**src/rtl/sro_dout_receiver_pkg.sv**
```systemverilog
// Shared constants and state encoding for the simple-readout dout receiver.
package sro_rx_pkg;
  localparam int VALID_BIT   = 29;
  localparam int R_MSB       = 27;
  localparam int C_MSB       = 23;
  localparam int BCID_W      = 20;
  localparam int ROI_W       = 16;
  localparam int REC_W       = ROI_W + BCID_W;
  localparam int ERR_TIMEOUT = 3;
  localparam int ERR_ORDER   = 2;
  localparam int ERR_BCID    = 1;

  typedef enum logic [1:0] {IDLE, LOAD, RECV, DONE} state_e;
endpackage

```
**src/rtl/sro_dout_receiver_if.sv**
```systemverilog
// Trigger/stream inputs and event-record outputs of the dout receiver.
// Stats ports exist only with SRO_DOUT_RECEIVER_STATS_EN.
interface sro_dout_receiver_if;
  logic        bc0;
  logic        l1acc;
  logic [15:0] roi;
  logic [29:0] dout;
  logic        evt_done;
  logic        evt_ok;
  logic [4:0]  evt_nwords;
  logic [19:0] evt_bcid;
  logic [3:0]  evt_err;
  logic        unexp;
  logic        overflow;
  logic        busy;
`ifdef SRO_DOUT_RECEIVER_STATS_EN
  logic [15:0] stat_events;
  logic [15:0] stat_errors;
  logic [23:0] stat_words;
  modport slave (input bc0, l1acc, roi, dout,
                 output evt_done, evt_ok, evt_nwords, evt_bcid, evt_err, unexp, overflow, busy,
                 output stat_events, stat_errors, stat_words);
  modport master (output bc0, l1acc, roi, dout,
                  input evt_done, evt_ok, evt_nwords, evt_bcid, evt_err, unexp, overflow, busy,
                  input stat_events, stat_errors, stat_words);
`else
  modport slave (input bc0, l1acc, roi, dout,
                 output evt_done, evt_ok, evt_nwords, evt_bcid, evt_err, unexp, overflow, busy);
  modport master (output bc0, l1acc, roi, dout,
                  input evt_done, evt_ok, evt_nwords, evt_bcid, evt_err, unexp, overflow, busy);
`endif
endinterface

```
**src/rtl/sro_rx_pend_fifo.sv**
```systemverilog
// Pending-L1A queue; a push into a full queue is accepted only alongside a pop.
module sro_rx_pend_fifo #(
  parameter int DEPTH = 4,
  parameter int W     = 36
) (
  input  logic         clock,
  input  logic         reset,
  input  logic         push,
  input  logic [W-1:0] din,
  input  logic         pop,
  output logic [W-1:0] dout,
  output logic         full,
  output logic         empty,
  output logic         push_acc
);
  localparam int AW = $clog2(DEPTH);

  logic [AW:0]               wr_q, wr_d, rd_q, rd_d;
  logic [DEPTH-1:0][W-1:0]   mem_q, mem_d;
  logic                      do_pop;

  assign empty    = (wr_q == rd_q);
  assign full     = (wr_q[AW] != rd_q[AW]) && (wr_q[AW-1:0] == rd_q[AW-1:0]);
  assign do_pop   = pop && !empty;
  assign push_acc = push && (!full || do_pop);
  assign dout     = mem_q[rd_q[AW-1:0]];

  always_comb begin
    mem_d = mem_q;
    wr_d  = wr_q;
    rd_d  = rd_q;
    if (push_acc) begin
      mem_d[wr_q[AW-1:0]] = din;
      wr_d = wr_q + 1'b1;
    end
    if (do_pop) rd_d = rd_q + 1'b1;
  end

  always_ff @(posedge clock or posedge reset) begin
    if (reset) begin
      wr_q  <= '0;
      rd_q  <= '0;
      mem_q <= '0;
    end else begin
      wr_q  <= wr_d;
      rd_q  <= rd_d;
      mem_q <= mem_d;
    end
  end
endmodule

```
**src/rtl/sro_dout_receiver.sv**
```systemverilog
// Reassembles dout pixel words into one checked record per L1A.
// Optional saturating statistics: SRO_DOUT_RECEIVER_STATS_EN.
module sro_dout_receiver
  import sro_rx_pkg::*;
#(
  parameter int                PEND_DEPTH  = 4,
  parameter int                TIMEOUT     = 1024,
  parameter logic [BCID_W-1:0] BCID_OFFSET = '0
) (
  input logic                clock,
  input logic                reset,
  sro_dout_receiver_if.slave io
);
  localparam int TW = $clog2(TIMEOUT) + 1;

  state_e              state_q, state_d;
  logic [BCID_W-1:0]   bcid_q, bcid_d, exp_bcid_q, exp_bcid_d;
  logic [ROI_W-1:0]    mask_q, mask_d;
  logic [TW-1:0]       timer_q, timer_d;
  logic [4:0]          nw_q, nw_d, rec_nw_q, rec_nw_d;
  logic [3:0]          err_q, err_d, rec_err_q, rec_err_d;
  logic [BCID_W-1:0]   rec_bcid_q, rec_bcid_d;
  logic                done_q, done_d, ok_q, ok_d, unexp_q, unexp_d, ovf_q, ovf_d;

  logic                pop, f_full, f_empty, push_acc;
  logic [REC_W-1:0]    f_dout;
  logic [ROI_W-1:0]    f_roi, lowest, pix_hot;
  logic [3:0]          w_r, w_c;
  logic                is_data, unused_rsvd;

  sro_rx_pend_fifo #(.DEPTH(PEND_DEPTH), .W(REC_W)) u_pend (
    .clock(clock), .reset(reset),
    .push(io.l1acc), .din({io.roi, bcid_q + BCID_OFFSET}),
    .pop(pop), .dout(f_dout), .full(f_full), .empty(f_empty), .push_acc(push_acc)
  );

  assign f_roi       = f_dout[REC_W-1:BCID_W];
  assign is_data     = io.dout[VALID_BIT];
  assign unused_rsvd = io.dout[VALID_BIT-1];
  assign w_r         = io.dout[R_MSB -: 4];
  assign w_c         = io.dout[C_MSB -: 4];
  // One-hot compare avoids an encoder: lowest remaining bit vs. decoded {R,C}.
  assign lowest      = mask_q & (~mask_q + 1'b1);
  assign pix_hot     = (w_r[3:2] == 2'b00 && w_c[3:2] == 2'b00)
                       ? (ROI_W'(1) << {w_r[1:0], w_c[1:0]}) : '0;

  always_comb begin
    state_d    = state_q;
    bcid_d     = io.bc0 ? '0 : bcid_q + 1'b1;
    exp_bcid_d = exp_bcid_q;
    mask_d     = mask_q;
    timer_d    = timer_q;
    nw_d       = nw_q;
    err_d      = err_q;
    rec_nw_d   = rec_nw_q;
    rec_err_d  = rec_err_q;
    rec_bcid_d = rec_bcid_q;
    ok_d       = ok_q;
    done_d     = 1'b0;
    unexp_d    = 1'b0;
    ovf_d      = ovf_q | (io.l1acc & ~push_acc);
    pop        = 1'b0;
    case (state_q)
      IDLE: begin
        unexp_d = is_data;
        if (!f_empty) state_d = LOAD;
      end
      LOAD: begin
        unexp_d    = is_data;
        pop        = 1'b1;
        mask_d     = f_roi;
        exp_bcid_d = f_dout[BCID_W-1:0];
        timer_d    = '0;
        nw_d       = '0;
        err_d      = '0;
        state_d    = (f_roi == '0) ? DONE : RECV;
      end
      RECV: begin
        timer_d = timer_q + 1'b1;
        if (is_data) begin
          if (pix_hot != lowest) err_d[ERR_ORDER] = 1'b1;
          if (io.dout[BCID_W-1:0] != exp_bcid_q) err_d[ERR_BCID] = 1'b1;
          mask_d = mask_q & ~lowest;
          nw_d   = nw_q + 1'b1;
        end
        if (mask_d == '0) state_d = DONE;
        else if (timer_d == TW'(TIMEOUT - 1)) begin
          err_d[ERR_TIMEOUT] = 1'b1;
          state_d = DONE;
        end
      end
      DONE: begin
        unexp_d = is_data;
        state_d = f_empty ? IDLE : LOAD;
      end
      default: state_d = IDLE;
    endcase
    // Record is latched on entry to DONE and held until the next event.
    if (state_d == DONE) begin
      done_d     = 1'b1;
      ok_d       = (err_d == '0);
      rec_nw_d   = nw_d;
      rec_err_d  = err_d;
      rec_bcid_d = exp_bcid_d;
    end
  end

  always_ff @(posedge clock or posedge reset) begin
    if (reset) begin
      state_q    <= IDLE;
      bcid_q     <= '0;
      exp_bcid_q <= '0;
      mask_q     <= '0;
      timer_q    <= '0;
      nw_q       <= '0;
      err_q      <= '0;
      rec_nw_q   <= '0;
      rec_err_q  <= '0;
      rec_bcid_q <= '0;
      ok_q       <= 1'b0;
      done_q     <= 1'b0;
      unexp_q    <= 1'b0;
      ovf_q      <= 1'b0;
    end else begin
      state_q    <= state_d;
      bcid_q     <= bcid_d;
      exp_bcid_q <= exp_bcid_d;
      mask_q     <= mask_d;
      timer_q    <= timer_d;
      nw_q       <= nw_d;
      err_q      <= err_d;
      rec_nw_q   <= rec_nw_d;
      rec_err_q  <= rec_err_d;
      rec_bcid_q <= rec_bcid_d;
      ok_q       <= ok_d;
      done_q     <= done_d;
      unexp_q    <= unexp_d;
      ovf_q      <= ovf_d;
    end
  end

  assign io.evt_done   = done_q;
  assign io.evt_ok     = ok_q;
  assign io.evt_nwords = rec_nw_q;
  assign io.evt_bcid   = rec_bcid_q;
  assign io.evt_err    = rec_err_q;
  assign io.unexp      = unexp_q;
  assign io.overflow   = ovf_q;
  assign io.busy       = (state_q != IDLE) || !f_empty;

`ifdef SRO_DOUT_RECEIVER_STATS_EN
  logic [15:0] sev_q, sev_d, ser_q, ser_d;
  logic [23:0] swd_q, swd_d;

  always_comb begin
    sev_d = sev_q;
    ser_d = ser_q;
    swd_d = swd_q;
    if (done_q && sev_q != '1) sev_d = sev_q + 1'b1;
    if (done_q && !ok_q && ser_q != '1) ser_d = ser_q + 1'b1;
    if (state_q == RECV && is_data && swd_q != '1) swd_d = swd_q + 1'b1;
  end

  always_ff @(posedge clock or posedge reset) begin
    if (reset) begin
      sev_q <= '0;
      ser_q <= '0;
      swd_q <= '0;
    end else begin
      sev_q <= sev_d;
      ser_q <= ser_d;
      swd_q <= swd_d;
    end
  end

  assign io.stat_events = sev_q;
  assign io.stat_errors = ser_q;
  assign io.stat_words  = swd_q;
`endif
endmodule

```
**src/flat_wrapper.sv**
```systemverilog
// flat-port wrapper written by rule: the top's interface ports become plain ports
module sro_dout_receiver_flat import sro_rx_pkg::*;
#(
  parameter int                PEND_DEPTH  = 4,
  parameter int                TIMEOUT     = 1024,
  parameter logic [BCID_W-1:0] BCID_OFFSET = '0
)
  (clock, reset, io_bc0, io_l1acc, io_roi, io_dout, io_evt_done, io_evt_ok, io_evt_nwords, io_evt_bcid, io_evt_err, io_unexp, io_overflow, io_busy);
  sro_dout_receiver_if io_i ();
  input logic clock;
  input logic reset;
  input wire logic [$bits(io_i.bc0)-1:0] io_bc0;
  input wire logic [$bits(io_i.l1acc)-1:0] io_l1acc;
  input wire logic [$bits(io_i.roi)-1:0] io_roi;
  input wire logic [$bits(io_i.dout)-1:0] io_dout;
  output wire logic [$bits(io_i.evt_done)-1:0] io_evt_done;
  output wire logic [$bits(io_i.evt_ok)-1:0] io_evt_ok;
  output wire logic [$bits(io_i.evt_nwords)-1:0] io_evt_nwords;
  output wire logic [$bits(io_i.evt_bcid)-1:0] io_evt_bcid;
  output wire logic [$bits(io_i.evt_err)-1:0] io_evt_err;
  output wire logic [$bits(io_i.unexp)-1:0] io_unexp;
  output wire logic [$bits(io_i.overflow)-1:0] io_overflow;
  output wire logic [$bits(io_i.busy)-1:0] io_busy;
  assign io_i.bc0 = io_bc0;
  assign io_i.l1acc = io_l1acc;
  assign io_i.roi = io_roi;
  assign io_i.dout = io_dout;
  assign io_evt_done = io_i.evt_done;
  assign io_evt_ok = io_i.evt_ok;
  assign io_evt_nwords = io_i.evt_nwords;
  assign io_evt_bcid = io_i.evt_bcid;
  assign io_evt_err = io_i.evt_err;
  assign io_unexp = io_i.unexp;
  assign io_overflow = io_i.overflow;
  assign io_busy = io_i.busy;
  sro_dout_receiver #(.PEND_DEPTH(PEND_DEPTH), .TIMEOUT(TIMEOUT), .BCID_OFFSET(BCID_OFFSET)) u_core (.clock(clock), .reset(reset), .io(io_i));
endmodule
```
**config.mk**
```make
export PLATFORM = sky130hd
export DESIGN_NAME = sro_dout_receiver_flat
export DESIGN_NICKNAME = d
export VERILOG_FILES = /design/src/rtl/sro_dout_receiver_pkg.sv /design/src/rtl/sro_dout_receiver_if.sv /design/src/rtl/sro_rx_pend_fifo.sv /design/src/rtl/sro_dout_receiver.sv /design/src/flat_wrapper.sv
export SDC_FILE = /design/constraint.sdc
export NUM_CORES = 1
export LEC_CHECK = 0
export ABC_AREA = 1
export ABC_CLOCK_PERIOD_IN_PS = 14640
export BUFFER_PORTS_ARGS = -buffer_cell sky130_fd_sc_hd__buf_2
export CORE_MARGIN = 5
export CORE_UTILIZATION = 55
export DETAILED_ROUTE_END_ITERATION = 10
export HOLD_SLACK_MARGIN = 0.12
export MAX_ROUTING_LAYER = met4
export PLACE_DENSITY_LB_ADDON = 0.08
export SLEW_MARGIN = 30
export SYNTH_ARGS = -nofsm -noshare
export SYNTH_HDL_FRONTEND = slang
export SYNTH_SLANG_ARGS = --single-unit
```
**constraint.sdc**
```tcl
create_clock -name clock -period 14.64 [get_ports clock]
set_input_delay 0.732 -clock clock [delete_from_list [all_inputs] [get_ports clock]]
set_output_delay 0.732 -clock clock [all_outputs]
set_load 0.02 [all_outputs]
```
Word level (Yosys, flattened, before mapping) --
Index checks and enable logic that the tools add are counted. W data, S select, Z words.
Storage, ports and cells: logic and storage cells 95, input bits 50, bits in registers 261, output and inout port bits 34
Operators by class: $lt $le $gt $ge 3, shift operators 1, add/subtract/negate cells 6, equality and inequality tests 10, reductions and logical operators 18, multiplexer cells 30, bitwise logic cells 7
Operators with widths (count):
- $bwmux W144 | 1
- $bmux W36 S2 | 1
- $demux W36 S2 | 1
- $mux W36 | 2
- $mux W16 | 3
- $mux W20 | 2
- $and A16 B16 Y16 | 2
- $logic_not A16 Y1 | 2
- $not A16 Y16 | 2
- $pmux W16 S2 | 1
- $pmux W11 S2 | 1
- $add A20 B1 Y20 const B | 1
- $ne A20 B20 Y1 | 1
- $add A16 B1 Y16 const B | 1
- $ne A16 B16 Y1 | 1
- $shl A1 B4 Y16 const A | 1
- $add A11 B1 Y11 const B | 1
- $eq A11 B10 Y1 const B | 1
- $mux W1 | 10
- $pmux W5 S2 | 1
- $mux W2 | 4
- $pmux W2 S4 | 1
- $add A3 B1 Y3 const B | 2
- $eq A2 B2 Y1 const B | 3
- other kinds (19) | 29

Logic depth before layout (Yosys ltp) --
word-level depth 12, gate-level depth with buffers 18

Cells and area by module --
From an unflattened synthesis, not the netlist that was laid out.
Second synthesis, totals: cell total of the unflattened synthesis 1720, area, all modules 13394.1 um^2
Modules (own cells, without submodules):
- sro_rx_pend_fifo | area each 7355.8 um^2, cells each 894, instances 1
- sro_dout_receiver | area each 6038.3 um^2, cells each 826, instances 1

Worst setup path after synthesis --
No wires, ideal clock.
path type input to register, start input io_dout[29], end register u_core.rec_err_q[0] (netlist: u_core.io.evt_err[0]), path slack 12.546 ns, cell stages on the path 13, arrival time 1.973 ns, path buffers 2, path through clkbuf_1 -> nand2_1 -> nand2_1 -> nand2_1 -> nor3_1 -> nand3_1 -> nand2_1 -> nand2_1 -> nand2_2 -> nand3_4 -> buf_2 -> nand2_1 -> o21ai_1
Between the ends: cells in the longest elaborated chain, start to end 6
RTL lines:
- start: declaration | RTL line flat_wrapper.sv:15 | input wire logic [$bits(io_i.dout)-1:0] io_dout;
- $mux W16 | RTL line sro_dout_receiver.sv:80 | if (is_data) begin
- $mux W16 | RTL line sro_dout_receiver.sv:63 | case (state_q)
- $logic_not A16 Y1 | RTL line sro_dout_receiver.sv:86 | if (mask_d == '0) state_d = DONE;
- $mux W2 | RTL line sro_dout_receiver.sv:86
- $pmux W2 S4 | RTL line sro_dout_receiver.sv:63
- $eq A2 B2 Y1 | RTL line sro_dout_receiver.sv:99 | if (state_d == DONE) begin
- end signal: assignment | RTL line sro_dout_receiver.sv:133 | rec_err_q <= rec_err_d;
- end: declaration | RTL line sro_dout_receiver.sv:21 | logic [3:0] err_q, err_d, rec_err_q, rec_err_d;
No other way between the ends. The select of a mux whose other input is x is not followed. A chain may end at the register's enable or synchronous reset.

Worst setup path after layout --
start register u_core.u_pend.rd_q[0], end output io_busy
Between the ends: cells in the longest elaborated chain, start to end 3
RTL lines:
- start: declaration | RTL line sro_rx_pend_fifo.sv:18 | logic [AW:0] wr_q, wr_d, rd_q, rd_d;
- start signal: assignment | RTL line sro_rx_pend_fifo.sv:46 | rd_q <= rd_d;
- $eq A3 B3 Y1 | RTL line sro_rx_pend_fifo.sv:22 | assign empty = (wr_q == rd_q);
- $logic_not A1 Y1
- $logic_or A1 B1 Y1 | RTL line sro_dout_receiver.sv:149 | assign io.busy = (state_q != IDLE) || !f_empty;
- end: declaration | RTL line flat_wrapper.sv:23 | output wire logic [$bits(io_i.busy)-1:0] io_busy;
No other way between the ends.

==> metrics list <==
- The worst path uses 25.9% of the clock period.
- During placement, the flow inserted port buffers numbering 82.
- Of the total power, the clock network draws 22.9%.
- Of the total synthesized cell area, the portion taken by AND, OR, NAND and NOR gates is 19.7%.
- 1st-iter DRT viols: 726
- Placement Rows: 55
- Count of warnings emitted by yosys: 0
- TritonCTS built the clock tree.
- The commonest cells after synthesis are sky130_fd_sc_hd__nand2_1, sky130_fd_sc_hd__dfrtp_1, sky130_fd_sc_hd__inv_1, sky130_fd_sc_hd__o21ai_0, sky130_fd_sc_hd__nor2_1.
- Counting stages on the worst path, the most repeated cell is sky130_fd_sc_hd__nand2_1.
* Layout cell share with drive strength beyond 1: 13.8%
- Antenna violations before repair: 0
* Pwr per Cell Area: 219 mW/mm^2
* Depth of the worst register-to-register path: 11
- X dimension of the die: 162 um
- Max VDD drop: 0.000118 V
- Combinational logic burns 40.0% of the power.
* DIE HEIGHT: 162 um
* Clock root cell: sky130_fd_sc_hd__clkbuf_16
* Switching Fraction: 40.9%
* GRT Resource Usage Total: 23.9%
* Final core utilization: 62.8%
* Synth async-reset ratio: 100%
- In this design, the stage delay of the slowest critical-path cell is 780 ps.
- Counting every net in the synthesized netlist gives 1555.
- Path type of the worst setup path: reg -> out
* Ports placed on the boundary: 84
- The number of setup buffers added after CTS is 0.
- Each instance of the synthesized netlist takes up on average 8.49 sq um.
- Worst Path Max Fanout: 98
- The number of hold buffers added after CTS was 0.
- Cell Int Power: 1.84 mW
- After global routing the overflow that remains totals 0.
- Post-cts repair resize count: 0
- Synth-to-layout area growth: 12.2%
- In this run the tightest slew margin relative to its limit is 37.9%.
* Routed wirelength normalized by instance count: 15.9 um
* Least setup slack across all paths after layout: 10860 ps
- Type of element launching the critical path: flop
- Flop-to-flop setup slack: 11020 ps
- Reg-to-Reg Start: u_core.u_pend.rd_q[0]$_DFFE_PP0P_
- Reg clk slew, reported paths: 60 ps
- The floorplan step defined a die boundary enclosing 0.0262 sq mm.
- Final RePlAce weighted congestion: 0.907
- Counting I/O delays and the setup requirement, the final critical path takes 3780 ps.
- Via density: 5.47
- Number of buffers created by CTS: 29
- For this block, the via count after detailed routing is 10100.
- Derived from the worst setup path, the maximum achievable clock frequency is 264 MHz.
- Seq/Total Area, Yosys: 51.6%
- The cell family contributing the most delay on the critical path is buffers and inverters.
- Top area cells in the synthesized netlist: sky130_fd_sc_hd__dfrtp_1, sky130_fd_sc_hd__nand2_1, sky130_fd_sc_hd__o21ai_0, sky130_fd_sc_hd__mux2_2, sky130_fd_sc_hd__inv_1
- The synthesized netlist devotes 1.28% of its cell area to adder and majority cells.
- Max-slew violations: 0
- Status: finished, final reports clean
* Crit path cell chain: buf_4 > nand2_1 > a21oi_1 > nand2_1 > inv_1 > nand2_1 > buf_2
- The count of endpoints failing hold in the final timing report came to 0.
* Diode insertion count for antenna repair: 0
- Timing analysis after detailed placement gives a worst setup slack of 10990 ps.
- The tool flagged a number of max-cap violations equal to 0.
* WP buf/inv: 3
- Compound-Gate Fraction of Synth Area: 13.9%
- Portion of synthesized cell area occupied by the leading cell type: 51.6%
- Vias in the first global route: 10000
* Final wirelength: 29.5 mm
- After synthesis, the netlist uses 45 different library cells.
* Required arrival time at the worst endpoint: 13910 ps
* Largest net degree at the start of global routing: 128
- Fin nets: 1610
- CTS sink cnt: 261
- The tightest min-delay check is of the in -> async type.
- Deepest clock path buffer count: 3
- The slowest stage of the critical path is the sky130_fd_sc_hd__buf_4 cell.
- Share of synthesized area spent on multiplexers: 4.71%
- By instance count, the leading cell after synthesis is sky130_fd_sc_hd__nand2_1.
- Maximum clock skew at final layout: 16.1 ps
* Remaining DRCs: 0
- Static Leakage: 6.65 nW
* Worst reg2reg endpoint: u_core.io.evt_ok$_DFFE_PP0N_
* Fraction of synthesized cell area in xor and xnor cells: 1.80%
- Total net switching power: 1.27 mW
* Setup violators final: 0
- After technology mapping, the gate count stands at 1492.
* Number of synthesized flops with an enable pin: 0
* Dominant combinational cell family by area after synthesis: simple AND/OR/NAND/NOR gates
- Starting density of the core: 55.9%
* Seq pwr share: 37.1%
* Drt pass-1 iters: 5
- Post-synthesis sequential element count: 261
- The first global-routing pass estimated 50.5 mm of wire.
* Number of levels the H-tree was split into: 1
- Setup repair after global routing left no endpoint under its margin.
* Setup tns final: 0 ps
* Post-synthesis cell type with the largest combined area: sky130_fd_sc_hd__dfrtp_1
- Data arrives at the worst endpoint at 3050 ps.
* Post-DP HPWL: 19.3 mm
* Worst hold margin: 249 ps
- Final ANT Viol Nets: 0
- Endpoint type of the worst setup path: primary output
* Core Box Area: 0.0226 sq mm
- The most used flip-flop cell after synthesis is sky130_fd_sc_hd__dfrtp_1.
- At the pin with the least slew margin, the transition time is 931 ps.
- At the later pin of the worst-skew pair, clock insertion delay measures 540 ps.
- Post-synth design cell area: 0.0127 sq mm
layout make-up:
| type | count | area, sq um |
|---|---|---|
| inverter | 159 | 612 |
| fill | 1948 | 8420 |
| tap | 285 | 357 |
| clock inverter | 8 | 75.1 |
| sequential | 261 | 6540 |
| multi-input combinational | 1004 | 5270 |
| clock buffer | 45 | 866 |
| timing repair buffer | 92 | 498 |
flip-flops by register name, indices dropped and copies added (netlist names):
name	count
u_core.bcid_q	20
u_core.io.evt_bcid	20
u_core.io.evt_ok	1
u_core.io.unexp	1
u_core.u_pend.rd_q	3
u_core.io.evt_nwords	5
u_core.timer_q	11
u_core.mask_q	16
u_core.io.evt_done	1
u_core.io.overflow	1
u_core.nw_q	5
u_core.exp_bcid_q	20
u_core.io.evt_err	4
u_core.err_q	4
u_core.u_pend.mem_q	144
u_core.state_q	2
u_core.u_pend.wr_q	3
logic make-up after synthesis:
family / count (synthesis)
AOI/OAI and AO/OA: 311
xor gates and xnor gates: 26
adders and majority gates: 13
buffers and inverters: 227
DFF: 261
muxes: 53
and+or+nand+nor: 601
worst max-delay path by stage:
| stage | start | end | slack [ps] | cells after the start |
|---|---|---|---|---|
| after floorplan | reset | u_core.bcid_q[0]$_DFF_PP0_ | 6720 | 1 |
| after global placement | u_core.u_pend.rd_q[0]$_DFFE_PP0P_ | u_core.io.evt_ok$_DFFE_PP0N_ | 11000 | 11 |
| after detailed placement | u_core.u_pend.rd_q[0]$_DFFE_PP0P_ | u_core.io.evt_bcid[11]$_DFFE_PP0N_ | 10990 | 11 |
| after CTS | u_core.u_pend.rd_q[0]$_DFFE_PP0P_ | io_busy | 10860 | 7 |
| after global routing | u_core.u_pend.rd_q[0]$_DFFE_PP0P_ | io_busy | 10530 | 7 |
| final | u_core.u_pend.rd_q[0]$_DFFE_PP0P_ | io_busy | 10860 | 7 |
metal layers:
| metal | up-vias | track usage [%] | share of wire [%] |
|---|---|---|---|
| li1 | 5010 | - | - |
| met1 | 4885 | 32.1 | 46 |
| met2 | 216 | 40.0 | 49 |
| met3 | 36 | 2.66 | 3.9 |
| met4 | 0 | 5.04 | 1.6 |
| met5 | - | - | 0 |
per-stage QoR:
stage,std cells,power [mW],instance area (sq um)
finish,1854,3.11,14200
global route,1854,3.36,14200
detailed placement,1801,2.41,13300
CTS,1854,3.13,14200
global placement,1800,2.38,13300
floorplan,1492,2.07,12700
placed cells by master (no fill, tap or decap), types with 22 or more instances in the layout:
cell                        instances
sky130_fd_sc_hd__a21oi_1           72
sky130_fd_sc_hd__buf_2             82
sky130_fd_sc_hd__clkbuf_16         29
sky130_fd_sc_hd__dfrtp_1          259
sky130_fd_sc_hd__inv_1            155
sky130_fd_sc_hd__mux2_2            53
sky130_fd_sc_hd__nand2_1          375
sky130_fd_sc_hd__nand3_1           67
sky130_fd_sc_hd__nor2_1           106
sky130_fd_sc_hd__o211ai_1          22
sky130_fd_sc_hd__o21a_1            25
sky130_fd_sc_hd__o21ai_0          141
power groups by stage:
stage	clock, mW	combinational, mW	sequential [mW]
final	0.711	1.24	1.15
after global routing	0.758	1.42	1.19
after CTS	0.725	1.26	1.15
after detailed placement	0	1.25	1.16
after global placement	0	1.23	1.15
after floorplan	0	0.924	1.15
Power figures use the tool's default switching activity.
